<file path="config.mk">
export PLATFORM = sky130hd
export DESIGN_NAME = apb_reg_responder_flat
export DESIGN_NICKNAME = d
export VERILOG_FILES = /design/src/rtl/apb_reg_responder_if.sv /design/src/rtl/apb_reg_responder.sv /design/src/flat_wrapper.sv
export SDC_FILE = /design/constraint.sdc
export NUM_CORES = 1
export LEC_CHECK = 0
export BUFFER_PORTS_ARGS = -buffer_cell sky130_fd_sc_hd__buf_2
export CAP_MARGIN = 5
export CORE_AREA = 2 2 244 246
export CTS_CLUSTER_SIZE = 10
export DETAILED_ROUTE_END_ITERATION = 6
export DIE_AREA = 0 0 246 248
export PLACE_DENSITY_LB_ADDON = 0.15
export SYNTH_ARGS = -nofsm -noshare
export SYNTH_HDL_FRONTEND = slang
export SYNTH_SLANG_ARGS = --single-unit
</file>
<file path="constraint.sdc">
create_clock -name clk_i -period 9.4 [get_ports clk_i]
set_input_delay 2.35 -clock clk_i [delete_from_list [all_inputs] [get_ports clk_i]]
set_output_delay 2.35 -clock clk_i [all_outputs]
set_load 0.005 [all_outputs]
</file>
<file path="src/rtl/apb_reg_responder_if.sv">
// APB4 requester/completer bus bundle for apb_reg_responder.
interface apb_reg_responder_if #(
  parameter int unsigned ADDR_WIDTH = 32,
  parameter int unsigned DATA_WIDTH = 32
);
  localparam int unsigned STRB_WIDTH = DATA_WIDTH / 8;

  logic                  psel_i;
  logic                  penable_i;
  logic [ADDR_WIDTH-1:0] paddr_i;
  logic                  pwrite_i;
  logic [DATA_WIDTH-1:0] pwdata_i;
  logic [STRB_WIDTH-1:0] pstrb_i;
  logic                  pready_o;
  logic [DATA_WIDTH-1:0] prdata_o;
  logic                  pslverr_o;

  modport master (
    output psel_i, penable_i, paddr_i, pwrite_i, pwdata_i, pstrb_i,
    input  pready_o, prdata_o, pslverr_o
  );

  modport slave (
    input  psel_i, penable_i, paddr_i, pwrite_i, pwdata_i, pstrb_i,
    output pready_o, prdata_o, pslverr_o
  );
endinterface

</file>
<file path="src/rtl/apb_reg_responder.sv">
// APB4 completer over a small register file with fixed wait states,
// byte-strobe writes, read-only status slots and error signalling.
module apb_reg_responder #(
  parameter int unsigned           ADDR_WIDTH  = 32,
  parameter int unsigned           DATA_WIDTH  = 32,
  parameter int unsigned           NUM_REGS    = 8,
  parameter int unsigned           WAIT_CYCLES = 0,
  parameter logic [NUM_REGS-1:0]   RO_MASK     = '0,
  parameter logic [DATA_WIDTH-1:0] RESET_VALUE = '0
) (
  input  logic                           clk_i,
  input  logic                           arst_ni,
  apb_reg_responder_if.slave             apb,
  output logic [NUM_REGS*DATA_WIDTH-1:0] regs_o,
  input  logic [NUM_REGS*DATA_WIDTH-1:0] status_i
);
  localparam int unsigned STRB_WIDTH = DATA_WIDTH / 8;
  localparam int unsigned IDX_WIDTH  = $clog2(NUM_REGS);
  localparam int unsigned CNT_WIDTH  = 4;

  typedef enum logic {
    ST_IDLE,
    ST_ACCESS
  } state_e;

  state_e                 state_q, state_d;
  logic [CNT_WIDTH-1:0]   cnt_q, cnt_d;
  logic [IDX_WIDTH-1:0]   idx;
  logic                   err;
  logic                   ready;
  logic                   commit;
  logic [DATA_WIDTH-1:0]  rd_val;

  // Address decode and error classification
  assign idx    = apb.paddr_i[IDX_WIDTH+1:2];
  assign err    = (apb.paddr_i >= ADDR_WIDTH'(NUM_REGS * 4))
                | (apb.paddr_i[1:0] != 2'b00)
                | (apb.pwrite_i & RO_MASK[idx]);
  assign ready  = (state_q == ST_ACCESS) && (cnt_q == '0);
  assign commit = ready & apb.psel_i & apb.penable_i & apb.pwrite_i & ~err;

  always_ff @(posedge clk_i or negedge arst_ni) begin
    if (!arst_ni) begin
      state_q <= ST_IDLE;
      cnt_q   <= '0;
    end else begin
      state_q <= state_d;
      cnt_q   <= cnt_d;
    end
  end

  // Dropping psel during the access phase abandons the transfer
  always_comb begin
    state_d = state_q;
    cnt_d   = cnt_q;
    unique case (state_q)
      ST_IDLE: begin
        if (apb.psel_i && !apb.penable_i) begin
          state_d = ST_ACCESS;
          cnt_d   = CNT_WIDTH'(WAIT_CYCLES);
        end
      end
      ST_ACCESS: begin
        if (!apb.psel_i) begin
          state_d = ST_IDLE;
          cnt_d   = '0;
        end else if (apb.penable_i) begin
          if (cnt_q != '0) begin
            cnt_d = cnt_q - CNT_WIDTH'(1);
          end else begin
            state_d = ST_IDLE;
          end
        end
      end
    endcase
  end

  // Writable slots hold flops; read-only slots expose zero on regs_o
  for (genvar i = 0; i < NUM_REGS; i++) begin : g_reg
    if (RO_MASK[i]) begin : g_ro
      assign regs_o[i*DATA_WIDTH +: DATA_WIDTH] = '0;
    end else begin : g_rw
      logic [DATA_WIDTH-1:0] q;
      always_ff @(posedge clk_i or negedge arst_ni) begin
        if (!arst_ni) begin
          q <= RESET_VALUE;
        end else if (commit && (idx == IDX_WIDTH'(i))) begin
          for (int b = 0; b < STRB_WIDTH; b++) begin
            if (apb.pstrb_i[b]) q[b*8 +: 8] <= apb.pwdata_i[b*8 +: 8];
          end
        end
      end
      assign regs_o[i*DATA_WIDTH +: DATA_WIDTH] = q;
    end
  end

  assign rd_val = RO_MASK[idx] ? status_i[idx*DATA_WIDTH +: DATA_WIDTH]
                               : regs_o[idx*DATA_WIDTH +: DATA_WIDTH];

  assign apb.pready_o  = ready;
  assign apb.pslverr_o = ready & err;
  assign apb.prdata_o  = (ready & ~apb.pwrite_i & ~err) ? rd_val : '0;
endmodule
</file>
<file path="src/flat_wrapper.sv">
// flat-port wrapper written by rule: the top's interface ports become plain ports
module apb_reg_responder_flat 
#(
  parameter int unsigned           ADDR_WIDTH  = 32,
  parameter int unsigned           DATA_WIDTH  = 32,
  parameter int unsigned           NUM_REGS    = 8,
  parameter int unsigned           WAIT_CYCLES = 0,
  parameter logic [NUM_REGS-1:0]   RO_MASK     = '0,
  parameter logic [DATA_WIDTH-1:0] RESET_VALUE = '0
)
  (clk_i, arst_ni, regs_o, status_i, apb_psel_i, apb_penable_i, apb_paddr_i, apb_pwrite_i, apb_pwdata_i, apb_pstrb_i, apb_pready_o, apb_prdata_o, apb_pslverr_o);
  apb_reg_responder_if #(.ADDR_WIDTH(ADDR_WIDTH), .DATA_WIDTH(DATA_WIDTH)) apb_i ();
  input  logic clk_i;
  input  logic arst_ni;
  output logic [NUM_REGS*DATA_WIDTH-1:0] regs_o;
  input  logic [NUM_REGS*DATA_WIDTH-1:0] status_i;
  input wire logic [$bits(apb_i.psel_i)-1:0] apb_psel_i;
  input wire logic [$bits(apb_i.penable_i)-1:0] apb_penable_i;
  input wire logic [$bits(apb_i.paddr_i)-1:0] apb_paddr_i;
  input wire logic [$bits(apb_i.pwrite_i)-1:0] apb_pwrite_i;
  input wire logic [$bits(apb_i.pwdata_i)-1:0] apb_pwdata_i;
  input wire logic [$bits(apb_i.pstrb_i)-1:0] apb_pstrb_i;
  output wire logic [$bits(apb_i.pready_o)-1:0] apb_pready_o;
  output wire logic [$bits(apb_i.prdata_o)-1:0] apb_prdata_o;
  output wire logic [$bits(apb_i.pslverr_o)-1:0] apb_pslverr_o;
  assign apb_i.psel_i = apb_psel_i;
  assign apb_i.penable_i = apb_penable_i;
  assign apb_i.paddr_i = apb_paddr_i;
  assign apb_i.pwrite_i = apb_pwrite_i;
  assign apb_i.pwdata_i = apb_pwdata_i;
  assign apb_i.pstrb_i = apb_pstrb_i;
  assign apb_pready_o = apb_i.pready_o;
  assign apb_prdata_o = apb_i.prdata_o;
  assign apb_pslverr_o = apb_i.pslverr_o;
  apb_reg_responder #(.ADDR_WIDTH(ADDR_WIDTH), .DATA_WIDTH(DATA_WIDTH), .NUM_REGS(NUM_REGS), .WAIT_CYCLES(WAIT_CYCLES), .RO_MASK(RO_MASK), .RESET_VALUE(RESET_VALUE)) u_core (.clk_i(clk_i), .arst_ni(arst_ni), .apb(apb_i), .regs_o(regs_o), .status_i(status_i));
endmodule
</file>
==> qor.csv, run 1 <==
stage;metric;value;unit
sta;crit path time final;7.06;ns
critical_path;Worst R2R Start;u_core.cnt_q[0];
critical_path;Reg2Reg Setup Slack;6.05;ns
sta;Setup violations, final;0;
sta;Final WS setup;2.34;ns
sta;clk_skew;0.0162;ns
cells_and_area;commonest non-fill, non-tap cell in the layout;buf_2;
flow_run;max_cap viols;0;
critical_path;element type at the critical path start;primary input;
critical_path;Crit. End Element;primary output;
placement;pre-CTS setup slack;2.25;ns
global_routing;gr ovfl total;0;
worst_hold_path;startpoint of the worst hold path;u_core.g_reg[4].g_rw.q[3];
sta;RSZ-0062 raised after global routing;false;
cts;CTS HTree Levels;2;
power_and_ir_drop;Clk pwr share;0.505;
floorplan;Initial Utilization;0.216;
floorplan;die area;61000;um2
cells_and_area;nets;1497;
logic_synthesis;largest family of logic cells by synthesized area;multiplexers;
detailed_routing;WL per Instance;22.6;um
sta;Worst Tran Pin Value;1.04;ns
power_and_ir_drop;Leak Pwr;0.00871;uW
cts;Sink Count;261;
placement;gpl congestion;0.705;
critical_path;FF-to-FF path depth;6;
logic_synthesis;Mapped Area;12600;um2
logic_synthesis;mux share of post-synthesis cell area;0.371;
logic_synthesis;Syn Area/Cell;15.8;um2
cts;post-CTS setup buffer count;0;
logic_synthesis;Adder-Cell Fraction of Synth Area;0.000992;
power_and_ir_drop;P_sw;583;uW
cts;Clk Latency, worst-skew pair;0.53;ns
worst_hold_path;Hold Path Sink;u_core.g_reg[4].g_rw.q[3];
critical_path;critical path, cell by cell;buf_2 > nor4_1 > nand4_1 > or4_2 > buf_4 > nor2_1 > buf_2;
global_routing;initial antenna violation count;1;
floorplan;FP Rows;89;
cells_and_area;share of layout cells above drive strength 1;0.636;
critical_path;CP Data Arrival Time;4.71;ns
logic_synthesis;Synth Area in Simple Gates;0.0896;
logic_synthesis;Synth Instances;796;
logic_synthesis;register area share after synthesis;0.518;
cts;Reg clk slew, reported paths;0.05;ns
placement;port bufs;362;
cts;Hold-fix buffers, CTS;0;
power_and_ir_drop;sequential power share;0.451;
sta;count of pins over their slew limit;0;
critical_path;worst-path maximum fanout;18;
sta;period utilisation layout;0.751;
sta;Fin. Hold Viols;0;
logic_synthesis;XOR/XNOR share of the synthesized area;0;
detailed_routing;drt via density;4.38;
critical_path;Worst Setup Path Type;primary input to primary output;
power_and_ir_drop;switching part of the total power;0.234;
global_routing;GRT Total Usage;0.144;
detailed_routing;drt initial violations;301;
cts;Max clock buf depth;3;
critical_path;CP top delay family;simple AND/OR/NAND/NOR gates;
floorplan;DIE HEIGHT;248;um
cells_and_area;# diodes;0;
cts;CTS tree;yes;
cells_and_area;commonest non-fill, non-tap cells in the layout;buf_2, dfrtp_1, mux2_2;
logic_synthesis;syn_nets;1126;
sta;FMAX;142;MHz
power_and_ir_drop;combinational power share;0.044;
power_and_ir_drop;maximum VDD drop;84.2;uV
power_and_ir_drop;Internal Power;1910;uW
critical_path;Most Frequent Cell on Critical Path;buf_2;
logic_synthesis;Synth warnings;0;
sta;final setup TNS;0;ns
placement;post-DP HPWL;29600;um
logic_synthesis;post-synthesis compound-gate area fraction;0.00546;
cts;cts repair resizes;0;
worst_hold_path;WHS Path Cells;1;
logic_synthesis;Netlist cell types;32;
floorplan;Die X;246;um
floorplan;I/O Pins;619;
worst_hold_path;Hold Path Class;flop to flop;
critical_path;CP max stage cell;or4_2;
run_status;run status;finished, final reports clean;
sta;relative slew slack;0.301;
cts;CTS Buf Count;35;
detailed_routing;Vias;8586;
global_routing;first-pass GRT wire length;64900;um
critical_path;FF-to-FF End;u_core.g_reg[4].g_rw.q[0];
critical_path;critical path required time;7.05;ns
detailed_routing;Residual DRC;0;
critical_path;CP bufs+invs;3;
cts;Root Buffer Master;clkbuf_16;
detailed_routing;Detail Route Antenna Nets;0;
global_routing;largest net degree at the start of global routing;140;
global_routing;number of global-route vias before repair;9129;
logic_synthesis;flops & latches, synth;261;
power_and_ir_drop;Power per Cell Area;152;nW/um2
floorplan;CORE AREA;58500;um2
critical_path;CP peak stage delay;0.98;ns
detailed_routing;number of iterations in the first detailed-routing pass;4;
cells_and_area;Layout Area Growth over Synthesis;29.9;%
detailed_routing;final WL;44300;um
## logic make-up after synthesis
kind of cell    count (synthesis)
mux                           352
flops                         261
simple gates                  128
buf+inv                        41
compound gates                 13
fa+ha+maj                       1
## worst max path at each step
stage	from	to	slack [ns]	cells past startpoint
2_1_floorplan	apb_paddr_i[1]	apb_prdata_o[10]	3.02	6
3_3_place_gp	apb_paddr_i[1]	apb_prdata_o[0]	2.24	7
3_5_place_dp	apb_paddr_i[25]	apb_prdata_o[0]	2.25	7
4_1_cts	apb_paddr_i[25]	apb_prdata_o[0]	2.25	7
5_1_grt	apb_paddr_i[25]	apb_prdata_o[0]	2.17	7
6_report	apb_paddr_i[25]	apb_prdata_o[10]	2.34	7
## flip-flops by register name, summed over array words and instances (netlist names)
signal           count
u_core.cnt_q         4
u_core.g.g_rw.q    256
u_core.state_q       1
## routing by layer
| layer | share of wire | vias up | track usage |
|---|---|---|---|
| met5 | 0.00029 | - | 0 |
| met2 | 0.49 | 227 | 0.241 |
| met3 | 0.057 | 52 | 0.0362 |
| met1 | 0.43 | 4517 | 0.187 |
| met4 | 0.017 | 2 | 0.0339 |
| li1 | - | 3788 | - |
## layout make-up
| class | instances | area [um2] |
|---|---|---|
| Multi-Input combinational cell | 494 | 5890 |
| Fill cell | 6086 | 42100 |
| Sequential cell | 261 | 6530 |
| Clock buffer | 54 | 1040 |
| Inverter | 4 | 15.0 |
| Timing Repair Buffer | 371 | 1910 |
| Clock inverter | 4 | 26.3 |
| Tap cell | 773 | 967 |
## cell usage after synthesis, drive strengths merged
| master | n | area (um2) |
|---|---|---|
| inv | 4 | 15.0 |
| mux4 | 64 | 1440 |
| nand2 | 19 | 71.3 |
| a21oi | 4 | 20.0 |
| buf | 22 | 121 |
| o21ai | 7 | 35.0 |
| o31ai | 1 | 7.51 |
| or3b | 1 | 11.3 |
| nand4b | 1 | 8.76 |
| nor2b | 7 | 43.8 |
| or4 | 1 | 7.51 |
| a31oi | 1 | 6.26 |
| dfrtp | 261 | 6530 |
| nand4 | 2 | 12.5 |
| nand3 | 17 | 85.1 |
| or3 | 2 | 12.5 |
| and2 | 1 | 6.26 |
| nor4 | 38 | 718 |
| clkbuf | 15 | 56.3 |
| ha | 1 | 12.5 |
| nor3 | 2 | 10.0 |
| nor2 | 36 | 135 |
| nor3b | 1 | 7.51 |
| mux2i | 32 | 320 |
| mux2 | 256 | 2910 |
## power groups by stage
stage	Sequential [uW]	Combinational [uW]	Clock (uW)
finish	1120	110	1260
global route	1120	123	1370
CTS	1120	114	1320
detailed placement	1140	114	0
global placement	1140	114	0
floorplan	1140	40.8	0
## metrics by stage
step	utilization	area, um2	power [uW]	std cells	hold slack, ns
after floorplan	-	12600	1190	796	0.474
after global placement	0.262	15300	1260	1903	0.490
after detailed placement	0.262	15300	1260	1903	0.495
after CTS	0.280	16400	2560	1961	0.506
after global routing	0.280	16400	2610	1961	0.533
final	0.280	16400	2490	1961	0.502
(Power assumes the default switching activity.)
==> run 2, diff against run 1 <==
==> constraint.sdc (replaced) <==
create_clock -name clk_i -period 6.8 [get_ports clk_i]
set_input_delay 1.7 -clock clk_i [delete_from_list [all_inputs] [get_ports clk_i]]
set_output_delay 1.7 -clock clk_i [all_outputs]
set_load 0.005 [all_outputs]
==> run 2 against run 1 <==
Net effect:
- routed wire length is 2.1% lower
- sequential power is 38% higher
- flip-flop and latch count stayed put
- register-to-register slack worse by 2.6 ns
- combinational power is 36% higher
- core utilization hardly changed
- via count hardly changed
- non-clock buffer count is 1 lower
- cell area hardly changed
- total power is 38% higher
==> qor.csv, run 2 (synthesized netlist as in run 1, its figures left out) <==
stage;metric;value;unit
sta;clk_skew;0.0231;ns
power_and_ir_drop;Leak Pwr;0.00872;uW
cts;Max clock buf depth;3;
cells_and_area;commonest non-fill, non-tap cells in the layout;buf_2, dfrtp_1, mux2_2;
global_routing;initial antenna violation count;1;
detailed_routing;drt via density;4.39;
cts;Clk Latency, worst-skew pair;0.54;ns
detailed_routing;drt initial violations;269;
flow_run;max_cap viols;0;
sta;Worst Tran Pin Value;1.10;ns
floorplan;I/O Pins;619;
detailed_routing;Residual DRC;0;
sta;FMAX;185;MHz
cells_and_area;commonest non-fill, non-tap cell in the layout;buf_2;
run_status;run status;finished, final reports clean;
cells_and_area;Largest Register;u_core.g.g_rw.q;
floorplan;die area;61000;um2
detailed_routing;Vias;8592;
detailed_routing;Detail Route Antenna Nets;0;
cells_and_area;Post-Layout Inst Area;16400;um2
cells_and_area;nets;1496;
critical_path;CP max stage cell;buf_4;
critical_path;critical path required time;5.10;ns
sta;count of pins over their slew limit;0;
cts;CTS HTree Levels;2;
critical_path;CP peak stage delay;0.73;ns
placement;pre-CTS setup slack;1.28;ns
floorplan;Initial Utilization;0.216;
global_routing;first-pass GRT wire length;63400;um
critical_path;Crit. End Element;primary output;
floorplan;FP Rows;89;
critical_path;Worst Setup Path Type;primary input to primary output;
global_routing;number of global-route vias before repair;8989;
cells_and_area;Layout Area Growth over Synthesis;29.8;%
global_routing;routing usage on met3;0.0371;
sta;final setup TNS;0;ns
cells_and_area;# diodes;0;
cells_and_area;largest registers;u_core.g.g_rw.q (256), u_core.cnt_q (4), u_core.state_q (1);
cells_and_area;max FFs per register;256;
detailed_routing;WL per Instance;22.1;um
global_routing;largest net degree at the start of global routing;140;
placement;post-DP HPWL;28700;um
sta;RSZ-0062 raised after global routing;false;
sta;Final WS setup;1.38;ns
floorplan;CORE AREA;58500;um2
placement;Placed Area;15300;um2
global_routing;grt met1 use;0.184;
detailed_routing;number of iterations in the first detailed-routing pass;4;
global_routing;grt met2 use;0.233;
cts;post-CTS setup buffer count;0;
sta;Setup violations, final;0;
cts;cts repair resizes;0;
critical_path;critical path, cell by cell;buf_4 > buf_4 > mux4_2 > mux2i_1 > nor2_1 > buf_2;
critical_path;element type at the critical path start;primary input;
detailed_routing;final WL;43400;um
placement;port bufs;362;
global_routing;gr ovfl total;0;
cts;Hold-fix buffers, CTS;0;
floorplan;Die X;246;um
power_and_ir_drop;Power per Cell Area;211;nW/um2
cts;Root Buffer Master;clkbuf_16;
cts;CTS tree;yes;
cts;Sink Count;261;
sta;relative slew slack;0.269;
sta;Fin. Hold Viols;0;
critical_path;CP Data Arrival Time;3.72;ns
global_routing;GRT Total Usage;0.141;
power_and_ir_drop;maximum VDD drop;125;uV
sta;crit path time final;5.42;ns
floorplan;DIE HEIGHT;248;um
cts;CTS Buf Count;35;
global_routing;GRT busiest layer;met2;
critical_path;worst-path maximum fanout;54;
placement;gpl congestion;0.716;
worst_hold_path;Hold Path Class;flop to flop;
cells_and_area;share of layout cells above drive strength 1;0.639;
sta;period utilisation layout;0.797;
cts;Reg clk slew, reported paths;0.05;ns
critical_path;Most Frequent Cell on Critical Path;buf_4;
[run 2: cell type report]
cell class / count / area, um2
well taps: 773 / 967
clock inverters: 10 / 86.3
fillers: 6060 / 42100
flip-flops and latches: 261 / 6530
multi-input cells: 494 / 5890
repair buffers: 370 / 1910
inverters: 4 / 15.0
clock buffers: 47 / 971
[run 2: where the power goes]
| part | internal, uW | total [uW] | switching [uW] |
|---|---|---|---|
| sequential | 1550 | 1550 | 0.280 |
| clock | 1040 | 1740 | 706 |
| combinational | 42.3 | 150 | 108 |
| total | 2630 | 3450 | 815 |
[run 2: final timing paths]
check | endpoint | slack (ns) | cells past startpoint | startpoint
worst max-delay path | apb_prdata_o[16] | 1.38 | 6 | apb_paddr_i[3]
worst min-delay path | u_core.g_reg[7].g_rw.q[16] | 0.51 | 1 | u_core.g_reg[7].g_rw.q[16]
worst max register to register | u_core.g_reg[2].g_rw.q[16] | 3.42 | 6 | u_core.cnt_q[0]
worst min register to register | u_core.g_reg[7].g_rw.q[16] | 0.51 | 1 | u_core.g_reg[7].g_rw.q[16]
max in group asynchronous | u_core.g_reg[6].g_rw.q[18] | 4.41 | 2 | arst_ni
min in group asynchronous | u_core.g_reg[5].g_rw.q[6] | 1.10 | 1 | arst_ni
[run 2: worst max-delay path, delay by kind of cell]
family                 cells  cell delay (ns)
muxes                      2             0.54
buffers and inverters      3             1.31
and+or+nand+nor            1             0.08
[run 2: routing by layer]
| metal | wire [um] | part of all wire |
|---|---|---|
| met5 | 13 | 0.00030 |
| met4 | 784 | 0.018 |
| met3 | 2520 | 0.058 |
| met2 | 21000 | 0.48 |
| met1 | 19100 | 0.44 |
[run 2: metrics by stage]
step | power, uW | hold slack (ns) | cells | utilization
final | 3450 | 0.508 | 1959 | 0.280
after detailed placement | 1740 | 0.494 | 1902 | 0.262
after global placement | 1740 | 0.490 | 1902 | 0.262
after CTS | 3530 | 0.508 | 1959 | 0.280
after floorplan | 1640 | 0.474 | 796 | -
after global routing | 3610 | 0.527 | 1959 | 0.280
==> run 3, diff against run 2 <==
==> constraint.sdc (replaced) <==
create_clock -name clk_i -period 5.06 [get_ports clk_i]
set_input_delay 1.265 -clock clk_i [delete_from_list [all_inputs] [get_ports clk_i]]
set_output_delay 1.265 -clock clk_i [all_outputs]
set_load 0.005 [all_outputs]
==> run 3 against run 2 <==
Net effect:
- die area stayed put
- register-to-register slack worse by 1.6 ns
- critical path depth is 1 higher
- global-route usage hardly changed
- worst hold slack worse by 0.0050 ns
- cell area is 1.3% higher
- clock-buffer cell count is 5 higher
- sequential share of layout area is 0.49 points lower
- final cell count is 1.1% higher
- critical path type unchanged
==> qor.csv, run 3 (synthesized netlist as in run 1, its figures left out) <==
stage;metric;value;unit
run_status;run status;finished, final reports clean;
cts;Root Buffer Master;clkbuf_16;
cts;CTS HTree Levels;2;
detailed_routing;WL per Instance;22.0;um
cts;Clk Latency, worst-skew pair;0.53;ns
cells_and_area;largest registers;u_core.g.g_rw.q (256), u_core.cnt_q (4), u_core.state_q (1);
sta;Setup violations, final;0;
cts;CTS tree;yes;
cells_and_area;commonest non-fill, non-tap cell in the layout;buf_2;
global_routing;initial antenna violation count;3;
power_and_ir_drop;sequential power share;0.451;
placement;port bufs;362;
flow_run;max_cap viols;0;
sta;Fin. Hold Viols;0;
power_and_ir_drop;combinational power share;0.045;
floorplan;I/O Pins;619;
detailed_routing;Vias;8663;
sta;Worst Tran Pin Value;0.968;ns
sta;final setup TNS;0;ns
power_and_ir_drop;Leak Pwr;0.00884;uW
cells_and_area;max FFs per register;256;
sta;count of pins over their slew limit;0;
sta;clk_skew;0.0192;ns
global_routing;number of global-route vias before repair;9080;
cts;Hold-fix buffers, CTS;0;
critical_path;element type at the critical path start;primary input;
sta;period utilisation layout;0.886;
detailed_routing;drt initial violations;330;
cells_and_area;share of layout cells above drive strength 1;0.642;
critical_path;CP peak stage delay;0.68;ns
global_routing;first-pass GRT wire length;63100;um
floorplan;DIE HEIGHT;248;um
sta;FMAX;223;MHz
worst_hold_path;startpoint of the worst hold path;u_core.g_reg[7].g_rw.q[16];
power_and_ir_drop;switching part of the total power;0.227;
critical_path;critical path required time;3.80;ns
floorplan;Die X;246;um
detailed_routing;Residual DRC;0;
cells_and_area;Layout Area Growth over Synthesis;31.4;%
critical_path;Crit. End Element;primary output;
critical_path;Worst Setup Path Type;primary input to primary output;
critical_path;CP max stage cell;or4_2;
global_routing;GRT Total Usage;0.141;
placement;gpl congestion;0.715;
cts;post-CTS setup buffer count;0;
cts;Max clock buf depth;3;
sta;relative slew slack;0.355;
cells_and_area;nets;1518;
cells_and_area;Fillers;6019;
power_and_ir_drop;Internal Power;3580;uW
critical_path;worst-path maximum fanout;21;
critical_path;Most Frequent Cell on Critical Path;buf_2;
floorplan;CORE AREA;58500;um2
power_and_ir_drop;Power per Cell Area;280;nW/um2
critical_path;CP Data Arrival Time;3.22;ns
critical_path;critical path, cell by cell;buf_2 > nor4_1 > nand4_1 > or4_2 > buf_4 > nor2_1 > buf_2;
power_and_ir_drop;Clk pwr share;0.504;
cells_and_area;commonest non-fill, non-tap cells in the layout;buf_2, dfrtp_1, mux2_2;
placement;post-DP HPWL;29300;um
cts;Sink Count;261;
detailed_routing;final WL;43500;um
global_routing;gr ovfl total;0;
cells_and_area;Largest Register;u_core.g.g_rw.q;
detailed_routing;Detail Route Antenna Nets;0;
floorplan;FP Rows;89;
sta;crit path time final;4.48;ns
detailed_routing;number of iterations in the first detailed-routing pass;4;
floorplan;die area;61000;um2
cts;cts repair resizes;0;
sta;RSZ-0062 raised after global routing;false;
detailed_routing;drt via density;4.37;
power_and_ir_drop;maximum VDD drop;154;uV
global_routing;largest net degree at the start of global routing;109;
cells_and_area;Final Util;0.283;
sta;WHS;0.503;ns
floorplan;Initial Utilization;0.216;
cts;CTS Buf Count;34;
worst_hold_path;Hold Path Class;flop to flop;
critical_path;Worst R2R Start;u_core.cnt_q[0];
critical_path;beginning of the critical path;apb_paddr_i[25];
cts;Reg clk slew, reported paths;0.05;ns
power_and_ir_drop;P_sw;1050;uW
[run 3: worst paths after layout]
kind                                              end  slack [ns]  cells past startpoint
max                                  apb_prdata_o[10]        0.58                      7
min                        u_core.g_reg[7].g_rw.q[16]        0.50                      1
max reg2reg                u_core.g_reg[5].g_rw.q[23]        1.78                      6
min reg2reg                u_core.g_reg[7].g_rw.q[16]        0.50                      1
max in group asynchronous   u_core.g_reg[0].g_rw.q[4]        3.33                      2
min in group asynchronous   u_core.g_reg[0].g_rw.q[6]        0.83                      1
[run 3: stage by stage]
stage / power (uW) / area [um2] / cells / setup slack [ns]
2_1_floorplan: 2200 / 12600 / 796 / 0.853
4_1_cts: 4760 / 16600 / 1980 / 0.545
3_5_place_dp: 2350 / 15500 / 1925 / 0.545
6_report: 4640 / 16600 / 1981 / 0.575
3_3_place_gp: 2350 / 15500 / 1925 / 0.544
5_1_grt: 4850 / 16600 / 1981 / 0.426
[run 3: area by class of cell]
class	count	area (um2)	share of cell area
clock inverter	3	40.0	0.00242
multi-input combinational	494	5890	0.356
clock buffer	52	1020	0.0617
antenna	1	2.50	0.000151
sequential	261	6530	0.394
inverter	4	15.0	0.000906
timing repair buffer	393	2100	0.127
tap	773	967	0.0584
[run 3: worst max-delay path, delay by kind of cell]
family / cells / cell delay (ns)
AND/OR/NAND/NOR: 4 / 1.38
buffers and inverters: 3 / 0.56
[run 3: metal layers]
layer	wire length, um	share of wire	global-route usage
met2	21400	0.49	0.235
met1	19000	0.44	0.183
met3	2050	0.047	0.0315
met4	979	0.022	0.0389
met5	23	0.00053	0
[run 3: power groups by stage]
stage	combinational [uW]	clock (uW)	sequential (uW)
finish	211	2340	2090
global route	236	2530	2090
CTS	220	2450	2090
detailed placement	220	0	2130
global placement	219	0	2130
floorplan	75.8	0	2130
